==> src/rtl/alu_op_sequencer.sv <==
// alu_op_sequencer
//   Turns execute-button presses into one-cycle register-enable pulses for
//   the ALU datapath. LOAD presses strobe the operand registers in round-robin
//   order. CLR presses rewind the operand pointer. Any other opcode is latched
//   onto op_select and held for ALU_LATENCY cycles, after which the result
//   register Y is strobed.
//
// Ports
//   clk, reset    clock and asynchronous active-high reset
//   btn_execute   synchronised execute button (level)
//   operation     opcode, sampled on the edge that accepts a press
//   load_en       one-hot operand register enable, one-cycle pulse
//   enable_Y      result register enable, one-cycle pulse
//   op_select     opcode driven to the ALU, held until the next accepted op
//   operand_ptr   index of the next operand register to be loaded
//   busy          operation in flight (WAIT or WRITE)
//   done          one-cycle pulse coincident with enable_Y
//   dbg_state     current FSM state (0 IDLE, 1 WAIT, 2 WRITE)
//
// Handshake: there is no valid/ready pair. btn_execute acts as a valid that
// is accepted only on its rising edge while IDLE. Edges seen while busy are
// dropped, not queued.
module alu_op_sequencer #(
    parameter int              OP_W         = 4,
    parameter int              NUM_OPERANDS = 2,
    parameter int              ALU_LATENCY  = 1,
    parameter logic [OP_W-1:0] LOAD_OP      = '1,
    parameter logic [OP_W-1:0] CLR_OP       = '0,
    localparam int             PTR_W        = (NUM_OPERANDS > 2) ? $clog2(NUM_OPERANDS) : 1
) (
    input  logic                    clk,
    input  logic                    reset,
    input  logic                    btn_execute,
    input  logic [OP_W-1:0]         operation,
    output logic [NUM_OPERANDS-1:0] load_en,
    output logic                    enable_Y,
    output logic [OP_W-1:0]         op_select,
    output logic [PTR_W-1:0]        operand_ptr,
    output logic                    busy,
    output logic                    done,
    output logic [1:0]              dbg_state
);

    typedef enum logic [1:0] {
        IDLE  = 2'd0,
        WAIT  = 2'd1,
        WRITE = 2'd2
    } state_t;

    state_t                  state, state_d;
    logic [3:0]              cnt, cnt_d;
    logic                    btn_q;
    logic                    press;
    logic                    is_load, is_clr;
    logic [NUM_OPERANDS-1:0] load_en_d;
    logic [OP_W-1:0]         op_select_d;
    logic [PTR_W-1:0]        ptr_d;

    assign press   = btn_execute & ~btn_q;
    // LOAD is tested first so it wins if both opcodes share a value.
    assign is_load = (operation == LOAD_OP);
    assign is_clr  = !is_load && (operation == CLR_OP);

    assign dbg_state = state;

    // State and output registers. btn_q resets high so a button held
    // through reset release is not seen as a press.
    always_ff @(posedge clk or posedge reset) begin
        if (reset) begin
            state       <= IDLE;
            cnt         <= '0;
            btn_q       <= 1'b1;
            load_en     <= '0;
            enable_Y    <= 1'b0;
            done        <= 1'b0;
            busy        <= 1'b0;
            op_select   <= '0;
            operand_ptr <= '0;
        end else begin
            state       <= state_d;
            cnt         <= cnt_d;
            btn_q       <= btn_execute;
            load_en     <= load_en_d;
            enable_Y    <= (state_d == WRITE);
            done        <= (state_d == WRITE);
            busy        <= (state_d != IDLE);
            op_select   <= op_select_d;
            operand_ptr <= ptr_d;
        end
    end

    // Next-state logic.
    always_comb begin
        state_d = state;
        case (state)
            IDLE:    if (press && !is_load && !is_clr) state_d = WAIT;
            WAIT:    if (cnt == 4'd0) state_d = WRITE;
            WRITE:   state_d = IDLE;
            default: state_d = IDLE;
        endcase
    end

    // Next values of the registered outputs and the latency counter.
    always_comb begin
        cnt_d       = cnt;
        load_en_d   = '0;
        op_select_d = op_select;
        ptr_d       = operand_ptr;
        case (state)
            IDLE: begin
                if (press) begin
                    if (is_load) begin
                        load_en_d = NUM_OPERANDS'(1) << operand_ptr;
                        if (operand_ptr == PTR_W'(NUM_OPERANDS - 1))
                            ptr_d = '0;
                        else
                            ptr_d = operand_ptr + 1'b1;
                    end else if (is_clr) begin
                        ptr_d = '0;
                    end else begin
                        op_select_d = operation;
                        cnt_d       = 4'(ALU_LATENCY - 1);
                    end
                end
            end
            WAIT: begin
                if (cnt != 4'd0) cnt_d = cnt - 4'd1;
            end
            default: begin
            end
        endcase
    end

endmodule

==> config.mk <==
export PLATFORM = sky130hd
export DESIGN_NAME = alu_op_sequencer
export DESIGN_NICKNAME = d
export VERILOG_FILES = /design/src/rtl/alu_op_sequencer.sv
export SDC_FILE = /design/constraint.sdc
export NUM_CORES = 1
export LEC_CHECK = 0
export ABC_AREA = 1
export BUFFER_PORTS_ARGS = -buffer_cell sky130_fd_sc_hd__buf_4
export CORE_MARGIN = 2
export CORE_UTILIZATION = 50
export CTS_BUF_LIST = sky130_fd_sc_hd__clkbuf_16
export DETAILED_ROUTE_END_ITERATION = 7
export GPL_TIMING_DRIVEN = 0
export PLACE_DENSITY = 0.76
export SYNTH_ARGS = -nofsm -noshare
export SYNTH_HDL_FRONTEND = slang
export SYNTH_SLANG_ARGS = --single-unit
==> constraint.sdc <==
create_clock -name clk -period 1.2 [get_ports clk]
set_input_delay 0 -clock clk [delete_from_list [all_inputs] [get_ports clk]]
set_output_delay 0 -clock clk [all_outputs]
set_load 0.01 [all_outputs]
* After elaboration in Yosys (flattened, before gate mapping) *
Index checks and enable logic that the tools add are counted.

storage, ports and cells
  register bits = 16
  input bits = 7
  output and inout port bits = 12
  word-level logic and storage cells = 51

operators by class
  $add $sub $neg = 2
  equal/unequal tests = 7
  shifts and indexed selects = 1
  multiplexer cells = 14
  bitwise gates (word level) = 4
  reduce and logical (&&, ||, !) cells = 15

operators with widths
  operator               number
  $mux W4                4
  $mux W2                5
  $logic_not A4 Y1       2
  $ne A2 B2 Y1 const B   4
  $pmux W4 S2            1
  $reduce_bool A2 Y1     3
  $reduce_and A5 Y1      1
  $eq A4 B4 Y1 const B   1
  $pmux W2 S2            1
  $reduce_and A4 Y1      1
  $reduce_bool A4 Y1     1
  $sub A4 B1 Y4 const B  1
  $logic_and A1 B1 Y1    3
  $mux W1                3
  $not A1 Y1             3
  $reduce_and A3 Y1      1
  $eq A2 B1 Y1 const B   1
  $eq A2 B2 Y1 const B   1
  $logic_not A1 Y1       2
  $logic_not A2 Y1       1
  $shl A1 B1 Y2 const A  1
  $add A1 B1 Y1 const B  1
  $and A1 B1 Y1          1

* Longest topological paths before layout *
Gate-level depths: netlist of run 1.

  word-level depth = 8
  depth in mapped cells = 8
  mapped depth without buffers = 7

* Least setup slack after synthesis of run 1 *
OpenSTA, ideal clock, no wires.

  path type = register -> register
  from = register state[1] (netlist: dbg_state[1])
  to = register cnt[2]
  library setup time = 116 ps
  data arrival time = 980 ps
  required time = 1084 ps
  path slack = 104 ps
  stages on the path, launching flop included = 8
  buffers on the path = 1
  period minus slack after synthesis = 1096 ps
  path through = dfrtp_1 > inv_2 > nand2_2 > nor2_4 > nand3_2 > buf_6 > nand3_1 > nand2_1

between the ends
  longest elaborated chain between the ends = 3
  elaborated cells on any way between the ends = 9
  those cells by class = eq/ne (5); mux (1); reduce/logical (3)

ends and longest elaborated chain
  element                                                              RTL line  source
  start: declaration                                                   50        state_t state, state_d;
  start signal: assignment                                             80        state <= state_d;
  $eq A2 B1 Y1 or $logic_not A2 Y1 (tied branches)                     109       case (state)
  $ne A2 B2 Y1 (no source line) or $reduce_bool A2 Y1 (tied branches)  n/a
  $reduce_and A5 Y1 (no source line)                                   n/a
  end signal: assignment                                               81        cnt <= cnt_d;
  end: declaration                                                     51        logic [3:0] cnt, cnt_d;

Parallel ways exist; a longest one is shown, timed or not.
A chain may end at the register's enable or synchronous reset.

* Worst setup path after layout of run 1 *
  from = register state[0] (netlist: dbg_state[0])
  to = register cnt[0]

The elaborated chain is that of the path after synthesis.

==> results of run 1 <==
-- layer usage --
layer	track usage, %	vias up	part of all wire, %
li1	-	336	-
met1	21.21	318	36
met2	36.67	51	53
met3	3.830	14	5.4
met4	10.00	0	5.3
met5	0	-	0
-- sequential cells by signal, summed over array words and instances (netlist names) --
| name | count |
|---|---|
| cnt | 4 |
| op_select | 4 |
| dbg_state | 2 |
| load_en | 2 |
| btn_q | 1 |
| busy | 1 |
| done | 1 |
| operand_ptr | 1 |
-- how the worst min path moves through the flow --
stage	endpoint	slack (ns)	cells past startpoint
after detailed placement	busy	0.11	2
after CTS	cnt[0]	0.41	3
after global placement	busy	0.10	2
final	dbg_state[1]	0.43	3
after floorplan	busy	-0.09	1
after global routing	btn_q	0.46	2
-- placed cells by master, fill, tap and decap left out, types with 2 or more instances in the layout --
cell type      netlist  final
buf_4                1     23
nand2_1             32     30
ha_1                 2      2
nand2_2              2      2
dlygate4sd3_1        0      6
dfrtp_1             15     15
nor2_4               1      2
inv_2                3      4
nand3_2              1      3
nand4_1              2      2
nand3_1              5      2
nand2_4              0      2
clkbuf_16            0      4
nor2_1              11     11
inv_1                9      8
-- report_power, final --
part / switching [mW] / internal (mW)
registers: 0.187 / 0.744
logic: 0.756 / 0.624
clock network: 0.214 / 0.442
total: 1.16 / 1.81
-- layout make-up --
class                      instances  area share, %
sequential                        16          34.97
multi-input combinational         59          27.89
timing repair buffer              29          21.79
clock buffer                       3          6.536
inverter                          13          4.902
buffer                             2          1.961
tap                               15          1.634
clock inverter                     1         0.3268
-- worst reg2reg max path, stage by stage (launching register included) --
cell	delay, ns
dfrtp_1	0.42
inv_2	0.08
nand2_2	0.06
nor2_4	0.14
nand3_4	0.11
clkbuf_16	0.19
nand3_1	0.07
nand2_1	0.05
-- metrics by stage --
step | setup TNS [ns] | total power, mW | std cells | util [%]
2_1_floorplan | 0 | 1.536 | 90 | -
3_3_place_gp | 0 | 1.889 | 123 | 67.10
3_5_place_dp | -0.04766 | 1.920 | 123 | 67.10
4_1_cts | 0 | 2.626 | 133 | 77.57
5_1_grt | -0.4563 | 3.110 | 138 | 85.08
6_report | -0.06809 | 2.967 | 138 | 85.08
-- repair_timing --
item                                   in CTS  in global routing
buffers inserted                            0                  4
hold buffers                                6                  0
gates cloned                                0                  1
setup endpoints to repair                   2                  8
resized for setup                           2                 10
pin swaps                                   1                  3
endpoints found under the hold margin      20                  0
-- cell families after synthesis --
family | synth area share (%)
flip-flops | 53.41
buffers and inverters | 9.651
XOR/XNOR | 1.165
AND/OR/NAND/NOR | 31.78
AO/OA/AOI/OAI | 0.6649
adder cells (fa/ha/maj) | 3.327
==> impl_metrics.yaml, run 1 <==
run_status:
  status: "finished, violations left"
  violations: "setup timing"
power:
  ir_worst_vdd_uv: 1857
  power.density_nw_per_um2: 2583
  leakage_nw: 0.6352
routing:
  drt_iter0_markers: 27
  wirelength_mm: 2.168
  wire_per_inst_um: 15.71
  first_pass_iters: 8
  route.detailed.drc: 0
  vias: 719
  ant_nets: 0
  viasPerCell: 5.210
clock_tree:
  cts_sinks: 16
  cts_tree: "built"
  cts_buffer_depth: 2
  cts_made_buffers: 3
  clk-insertion-delay-late_ns: 0.25
  clockRootBuffer: "clkbuf_16"
  clk_pin_slew_ns: 0.05
  h-tree-depth: 1
global_route:
  grt_pass1_vias: 683
  overflow: 0
  grt_start_max_net_pins: 17
  grt_usage_pct: 19.95
  grt_pass1_wl_mm: 2.697
  antenna_found_initial: 0
sta:
  max_slew_margin_pct: 59.89
  clock_skew_ns: 0.001293
  rsz0062_at_grt: "yes"
  tightest_slew_ns: 0.6010
  fmax_mhz: 813.3
  worst_slack_ns: -0.02959
  finalMaxSlewViolations: 0
  setup_viol: 4
  fin_hold_ws_ns: 0.4252
  fin_crit_sh_pct: 102.5
  hold_violations: 0
  post-route-min-period_ns: 1.230
setup_path:
  cp.arrival_ns: 1.37
  start_kind: "flip-flop"
  critical_path.top_delay_family: "simple AND/OR/NAND/NOR gates"
  cp-endpoint: "cnt[0]"
  rr_endpoint: "cnt[0]"
  cp_max_fo: 5
  required_ns: 1.34
  r2r_start: "dbg_state[0]"
  crit_slowest_cell: "dfrtp_1"
  cpPeakStageDelay_ns: 0.42
  startpoint: "dbg_state[0]"
  crit_path_end_kind: "flip-flop"
  worst-path-buf-inv: 2
  r2r_cells: 7
  criticalPathCategory: "reg2reg"
  cp.depth: 7
  cp_cell_sequence: "inv_2, nand2_2, nor2_4, nand3_4, clkbuf_16, nand3_1, nand2_1"
  r2r_slack_ns: -0.03
cells_and_area:
  antennaDiodeCount: 0
  fin_nets: 133
  n_fill_cell: 71
  drive_above_1_share_pct: 35.77
  design_area_sq_um: 1149
  syn_to_final_growth_pct: 52.75
  seq_area_sq_um: 401.6
  multiInputGateArea_sq_um: 320.3
synth:
  synth-seq-cells: 16
  synth_ff_type: "dfrtp_1"
  syn_area_per_cell_sq_um: 8.355
  synth_fp_nets: 99
  synth_area_leaders: "dfrtp_1 (50%), nand2_1 (16%), nor2_1 (5.5%)"
  synth_most_common_cell: "nand2_1"
  synth_edf_count: 0
  netlist_area_sq_um: 752.0
  ys_types: 18
  yosysTopAreaCell: "dfrtp_1"
  yosys-top-cells-count: "nand2_1 (32), dfrtp_1 (15), nor2_1 (11), inv_1 (9), nand3_1 (5)"
  netlist_instances: 90
  async_flop_share_pct: 100.0
  yosysSeqAreaShare_pct: 53.41
  yosysWarnings: 0
  synth_top_area_share_pct: 49.92
floorplan:
  die_x_um: 42.78
  rows: 13
  start_util_pct: 55.70
  die_h_um: 42.78
  ios: 19
  fp.dieArea_sq_um: 1830
  core_area_sq_um: 1350
placement:
  dpl.hpwl_mm: 1.031
  place_ws_ns: -0.02474
  gp_congestion: 0.8065
  placed_cell_area_sq_um: 905.9
  port_buffers: 18
job:
  cap_violations: 0
worst_hold_path:
  hp-class: "in2async"
Power figures use the tool's default switching activity.
==> run 2: changes to the inputs <==
--- a/config.mk
+++ b/config.mk
@@ -13,6 +13,7 @@
 export DETAILED_ROUTE_END_ITERATION = 7
 export GPL_TIMING_DRIVEN = 0
 export PLACE_DENSITY = 0.76
+export SETUP_SLACK_MARGIN = 0.3
 export SYNTH_ARGS = -nofsm -noshare
 export SYNTH_HDL_FRONTEND = slang
 export SYNTH_SLANG_ARGS = --single-unit
==> impl_metrics.yaml, run 2 <==
placement:
  placed_cells: 123
  gp_congestion: 0.7835
  dpl.hpwl_mm: 1.047
  port_buffers: 18
synth:
  yosysSeqAreaShare_pct: 53.41
  synth_top_area_share_pct: 49.92
  netlist_area_sq_um: 752.0
  netlist_instances: 90
  synth_edf_count: 0
  yosysWarnings: 0
  yosysTopAreaCell: "dfrtp_1"
  yosys-mux-area-fraction_pct: 0
  yosys-top-cells-count: "nand2_1 (32), dfrtp_1 (15), nor2_1 (11), inv_1 (9), nand3_1 (5)"
  synth_most_common_cell: "nand2_1"
  async_flop_share_pct: 100.0
  synth_top_family_by_area: "simple AND/OR/NAND/NOR gates"
  ys_types: 18
  synth_area_leaders: "dfrtp_1 (50%), nand2_1 (16%), nor2_1 (5.5%)"
  yosys.area_share.simple_pct: 31.78
  syn_area_per_cell_sq_um: 8.355
  synth_ff_type: "dfrtp_1"
  synth_fp_nets: 99
  synth-adder-area-share_pct: 3.328
  synth-seq-cells: 16
  yosys.area_share.xor_xnor_pct: 1.165
  synth_compound_area_share_pct: 0.6656
sta:
  worstEndpointGrtRepair: "op_select[2]$_DFFE_PP0P_/D"
  worst-ep-kind: "register input"
clock_tree:
  cts_made_buffers: 3
  clockRootBuffer: "clkbuf_16"
  cts_buffer_depth: 2
  h-tree-depth: 1
  cts_sinks: 16
run_status:
  status: "did not finish"
  haltStage: "5_1_grt"
  firstError: "[ERROR DPL-0033] detailed placement checks failed during check placement."
floorplan:
  die_x_um: 42.78
  die_h_um: 42.78
  start_util_pct: 55.70
  rows: 13
  ios: 19
global_route:
  antenna_found_initial: 0
  grt_start_max_net_pins: 17
[run 2: cell counts after synthesis]
Identical to the previous run, type by type.
[run 2: cell families after synthesis]
| group | Yosys count |
|---|---|
| buffers and inverters | 15 |
| DFF | 16 |
| and+or+nand+nor | 55 |
| adders and majority gates | 2 |
| AOI/OAI and AO/OA | 1 |
| xor gates and xnor gates | 1 |
[run 2: through the flow]
stage	hold slack, ns	util [%]	cell area (sq um)	worst slack, ns
2_1_floorplan	-0.08698	-	757.0	0.1037
4_1_cts	0.1447	90.18	1217	0.06093
3_5_place_dp	0.1093	67.47	910.9	0.04263
3_3_place_gp	0.1024	67.47	910.9	0.05400
[run 2: repair_timing]
| item | 4_1_cts |
|---|---|
| resized for setup | 22 |
| setup buffers | 11 |
| hold endpoints to repair | 20 |
| endpoints found under the setup margin | 15 |
| cloned | 1 |
| hold buffers | 6 |
| pin swaps | 9 |
==> run 3: changes to the inputs <==
==> config.mk (replaced) <==
export PLATFORM = sky130hd
export DESIGN_NAME = alu_op_sequencer
export DESIGN_NICKNAME = d
export VERILOG_FILES = /design/src/rtl/alu_op_sequencer.sv
export SDC_FILE = /design/constraint.sdc
export NUM_CORES = 1
export LEC_CHECK = 0
export ABC_AREA = 1
export BUFFER_PORTS_ARGS = -buffer_cell sky130_fd_sc_hd__buf_4
export CORE_AREA = 2 2 63 65
export DETAILED_ROUTE_END_ITERATION = 7
export DIE_AREA = 0 0 65 67
export GPL_TIMING_DRIVEN = 0
export PLACE_DENSITY_LB_ADDON = 0.15
export SYNTH_ARGS = -nofsm -noshare
export SYNTH_HDL_FRONTEND = slang
export SYNTH_SLANG_ARGS = --single-unit
==> impl_metrics.yaml, run 3 (synthesis results as in run 1) <==
cells_and_area:
  layout_common_cells: "nand2_1 (26), buf_4 (26), dfrtp_1 (15)"
  stdcell_count: 174
  antennaDiodeCount: 0
  fin_nets: 136
  drive_above_1_share_pct: 43.65
  syn_to_final_growth_pct: 58.73
  design_area_sq_um: 1194
  reg_top3: "cnt x4, op_select x4"
routing:
  wire_per_inst_um: 9.874
  ant_nets: 0
  vias: 667
  drt_iter0_markers: 12
  first_pass_iters: 4
  wirelength_mm: 1.718
  viasPerCell: 3.833
  route.detailed.drc: 0
sta:
  hold_violations: 0
  worst_slack_ns: 0.01977
  fin_crit_sh_pct: 98.35
  finalMaxSlewViolations: 0
  fin_setup_tns_ns: 0
  max_slew_margin_pct: 60.12
  setup_viol: 0
  fmax_mhz: 847.3
  tightest_slew_ns: 0.5975
  clock_skew_ns: 0.006022
  fin_hold_ws_ns: 0.3744
  post-route-min-period_ns: 1.180
  rsz0062_at_grt: "yes"
global_route:
  grt_usage_pct: 8.291
  antenna_found_initial: 0
  grt_pass1_wl_mm: 2.753
  grt_start_max_net_pins: 17
  overflow: 0
  grt_pass1_vias: 644
clock_tree:
  clockRootBuffer: "clkbuf_8"
  h-tree-depth: 1
  clk-insertion-delay-late_ns: 0.25
  clk_pin_slew_ns: 0.06
  cts_buffer_depth: 2
  cts_made_buffers: 3
  cts_sinks: 16
  cts_tree: "built"
placement:
  gp_congestion: 0.7346
  port_buffers: 18
  dpl.hpwl_mm: 1.147
  place_ws_ns: -0.09269
  placed_cells: 156
  placed_cell_area_sq_um: 947.2
setup_path:
  r2r_slack_ns: 0.02
  start_kind: "flip-flop"
  cp_cell_sequence: "inv_2, nand2_2, nor2_4, nand3_4, clkbuf_16, nand3_1, nand2_1"
  r2r_cells: 7
  required_ns: 1.34
  rr_endpoint: "cnt[3]"
  cp.arrival_ns: 1.32
  crit_path_end_kind: "flip-flop"
  criticalPathCategory: "reg2reg"
  r2r_start: "dbg_state[1]"
  cp_max_fo: 5
  crit_slowest_cell: "dfrtp_1"
  cpPeakStageDelay_ns: 0.42
worst_hold_path:
  hp-class: "in2async"
power:
  power_frac_comb_pct: 50.6
  power.internal_mw: 1.644
  p_switching_mw: 1.029
  ir_worst_vdd_uv: 541.7
  power.density_nw_per_um2: 2239
  seqPwrFrac_pct: 33.9
  switching_share_pct: 38.49
  leakage_nw: 0.6317
  pwr-share-clk_pct: 15.5
floorplan:
  core_area_sq_um: 3606
  die_x_um: 65
  ios: 19
  die_h_um: 67
  rows: 22
  fp.dieArea_sq_um: 4355
  start_util_pct: 20.85
run_status:
  status: "complete, no violations"
job:
  cap_violations: 0
==> run 3: power groups by stage <==
stage          clock (mW)  combinational [mW]  sequential (mW)
6_report            0.413                1.35            0.907
5_1_grt             0.467                1.52            0.935
4_1_cts             0.439                1.08            0.900
3_5_place_dp            0                1.03            0.907
3_3_place_gp            0                1.03            0.895
2_1_floorplan           0               0.593            0.944
==> run 3: metrics by stage <==
| step | power (mW) | util [%] |
|---|---|---|
| 6_report | 2.672 | 33.10 |
| 5_1_grt | 2.925 | 33.10 |
| 4_1_cts | 2.417 | 29.32 |
| 3_5_place_dp | 1.940 | 26.27 |
| 3_3_place_gp | 1.926 | 26.27 |
| 2_1_floorplan | 1.536 | - |
==> run 3: how the worst max path moves through the flow <==
stage,from,end,slack (ns),depth (start not counted)
6_report,dbg_state[1],cnt[3],0.02,7
5_1_grt,cnt[0],cnt[2],-0.05,7
4_1_cts,btn_q,op_select[3],0.01,8
3_5_place_dp,cnt[0],cnt[2],-0.09,7
3_3_place_gp,cnt[0],cnt[3],-0.09,7
2_1_floorplan,dbg_state[1],cnt[2],0.10,7
==> run 3: critical path: cells and delay by family, from the launching register on <==
| family | cells | cell delay [ns] |
|---|---|---|
| flops | 1 | 0.42 |
| simple gates | 5 | 0.41 |
| buf+inv | 2 | 0.25 |
==> run 3: layer usage <==
layer	track usage, %	share of wire, %
met4	1.596	0.64
met1	9.794	43
met3	3.209	4.4
met5	0	0
met2	14.30	51
==> run 3: repair_timing <==
item	in CTS	in global routing
endpoints found under the hold margin	20	0
pin swaps	0	4
gates cloned	0	1
resized for setup	3	17
hold buffers	6	0
setup endpoints to repair	3	8
setup buffers	0	7
==> run 3: final cells by class <==
type                    instances  area, sq um
repair buffers                 32        272.8
fillers                       386         2412
multi-input cells              59        337.8
inverters                      13        53.80
plain buffers                   2        22.52
flip-flops and latches         16        401.6
clock buffers                   4        45.04
well taps                      48        60.06
==> run 4: changes to the inputs <==
--- a/config.mk
+++ b/config.mk
@@ -10,8 +10,9 @@
 export CORE_AREA = 2 2 63 65
 export DETAILED_ROUTE_END_ITERATION = 7
 export DIE_AREA = 0 0 65 67
+export GPL_ROUTABILITY_DRIVEN = 0
 export GPL_TIMING_DRIVEN = 0
-export PLACE_DENSITY_LB_ADDON = 0.15
+export PLACE_DENSITY_LB_ADDON = 0.08
 export SYNTH_ARGS = -nofsm -noshare
 export SYNTH_HDL_FRONTEND = slang
 export SYNTH_SLANG_ARGS = --single-unit
==> impl_metrics.yaml, run 4 (synthesis results as in run 1) <==
sta:
  post-route-min-period_ns: 1.159
  fin_crit_sh_pct: 96.56
  fin_setup_tns_ns: 0
  max_slew_margin_pct: 56.58
  clock_skew_ns: 0.0008091
  worst_slack_ns: 0.04123
  fin_hold_ws_ns: 0.3988
  finalMaxSlewViolations: 0
  rsz0062_at_grt: "yes"
  tightest_slew_ns: 0.6506
  hold_violations: 0
  setup_viol: 0
  fmax_mhz: 863.0
cells_and_area:
  reg_top3: "cnt x4, op_select x4"
  antennaDiodeCount: 0
  drive_above_1_share_pct: 33.87
  final_common_cell: "nand2_1"
  n_fill_cell: 403
  design_area_sq_um: 1106
  fin_nets: 134
  syn_to_final_growth_pct: 47.09
  final_core_util_pct: 30.67
  layout_common_cells: "nand2_1 (30), buf_4 (25), dfrtp_1 (15)"
floorplan:
  rows: 22
  core_area_sq_um: 3606
  start_util_pct: 20.85
  ios: 19
  die_h_um: 67
  die_x_um: 65
  fp.dieArea_sq_um: 4355
routing:
  route.detailed.drc: 0
  wl_met1_um: 769
  wirelength_mm: 1.670
  ant_nets: 0
  highest_layer: "met4"
  met3_length_um: 60
  vias: 649
  first_pass_iters: 3
  wire_per_inst_um: 9.709
  wl_met2_um: 797
  drt_iter0_markers: 11
  viasPerCell: 3.773
setup_path:
  cpPeakStageDelay_ns: 0.52
  startpoint: "btn_q"
  cp.arrival_ns: 1.31
  rr_endpoint: "op_select[2]"
  criticalPathCategory: "reg2reg"
  r2r_cells: 8
  crit_slowest_cell: "dfstp_2"
  r2r_slack_ns: 0.04
  cp_cell_sequence: "inv_1, nand2_1, nor2_4, nand3_2, buf_8, inv_6, nand2_1, nand2_1"
  worst-path-buf-inv: 3
  crit_path_end_kind: "flip-flop"
  required_ns: 1.35
  cp_max_fo: 10
  critical_path.top_delay_family: "flip-flops"
  r2r_start: "btn_q"
  cp_common_cell: "nand2_1"
  start_kind: "flip-flop"
global_route:
  grt_start_max_net_pins: 17
  overflow: 0
  grt_pass1_wl_mm: 2.829
  grt_pass1_vias: 666
  antenna_found_initial: 0
  grt_usage_pct: 8.725
clock_tree:
  clk_pin_slew_ns: 0.06
  cts_made_buffers: 3
  cts_sinks: 16
  clockRootBuffer: "clkbuf_8"
  cts_buffer_depth: 2
  cts_tree: "built"
  h-tree-depth: 1
  clk-insertion-delay-late_ns: 0.25
power:
  ir_worst_vdd_uv: 763.9
  power.density_nw_per_um2: 2254
  leakage_nw: 0.6012
placement:
  port_buffers: 18
  dpl.hpwl_mm: 1.173
  placed_cell_area_sq_um: 947.2
  place_ws_ns: -0.06356
run_status:
  status: "complete, no violations"
worst_hold_path:
  hp-class: "in2async"
job:
  cap_violations: 0
run 4: worst min-delay path, stage by stage:
cell and delay (ns):
dlygate4sd3_1 0.54, buf_4 0.13, inv_1 0.47
run 4: stage by stage:
stage,total power [mW],instances
final,2.493,172
after global routing,2.718,172
after CTS,2.414,166
after detailed placement,1.934,156
after global placement,1.937,156
after floorplan,1.536,90
run 4: layout make-up:
class	instances	area (sq um)	share of cell area (%)
flip-flops and latches	16	401.6	36.31
multi-input cells	59	282.8	25.57
repair buffers	30	240.2	21.72
well taps	48	60.06	5.430
inverters	13	53.80	4.864
clock buffers	4	45.04	4.072
plain buffers	2	22.52	2.036
run 4: power by group:
part | switching (mW) | total, mW | leakage, nW | internal [mW]
logic | 0.619 | 1.19 | 0.372 | 0.570
clock network | 0.193 | 0.429 | 0.0228 | 0.236
registers | 0.134 | 0.876 | 0.206 | 0.742
total | 0.946 | 2.49 | 0.601 | 1.55
run 4: how the worst max path moves through the flow:
stage / cells past startpoint / slack (ns) / endpoint
after floorplan: 7 / 0.10 / cnt[2]
after detailed placement: 7 / -0.06 / cnt[2]
after global placement: 7 / -0.08 / cnt[2]
after CTS: 7 / 0.01 / cnt[2]
final: 8 / 0.04 / op_select[2]
after global routing: 7 / -0.03 / cnt[1]
run 4: repair_timing:
item	4_1_cts	5_1_grt
resized for setup	2	2
endpoints found under the hold margin	20	0
hold buffers	6	0
endpoints found under the setup margin	2	8
gates cloned	0	0
setup buffers	0	6
run 4: layer usage:
metal | up-vias | GRT usage (%)
met5 | - | 0
met4 | 0 | 4.787
met3 | 5 | 2.196
met2 | 13 | 14.69
met1 | 295 | 10.11
li1 | 336 | -
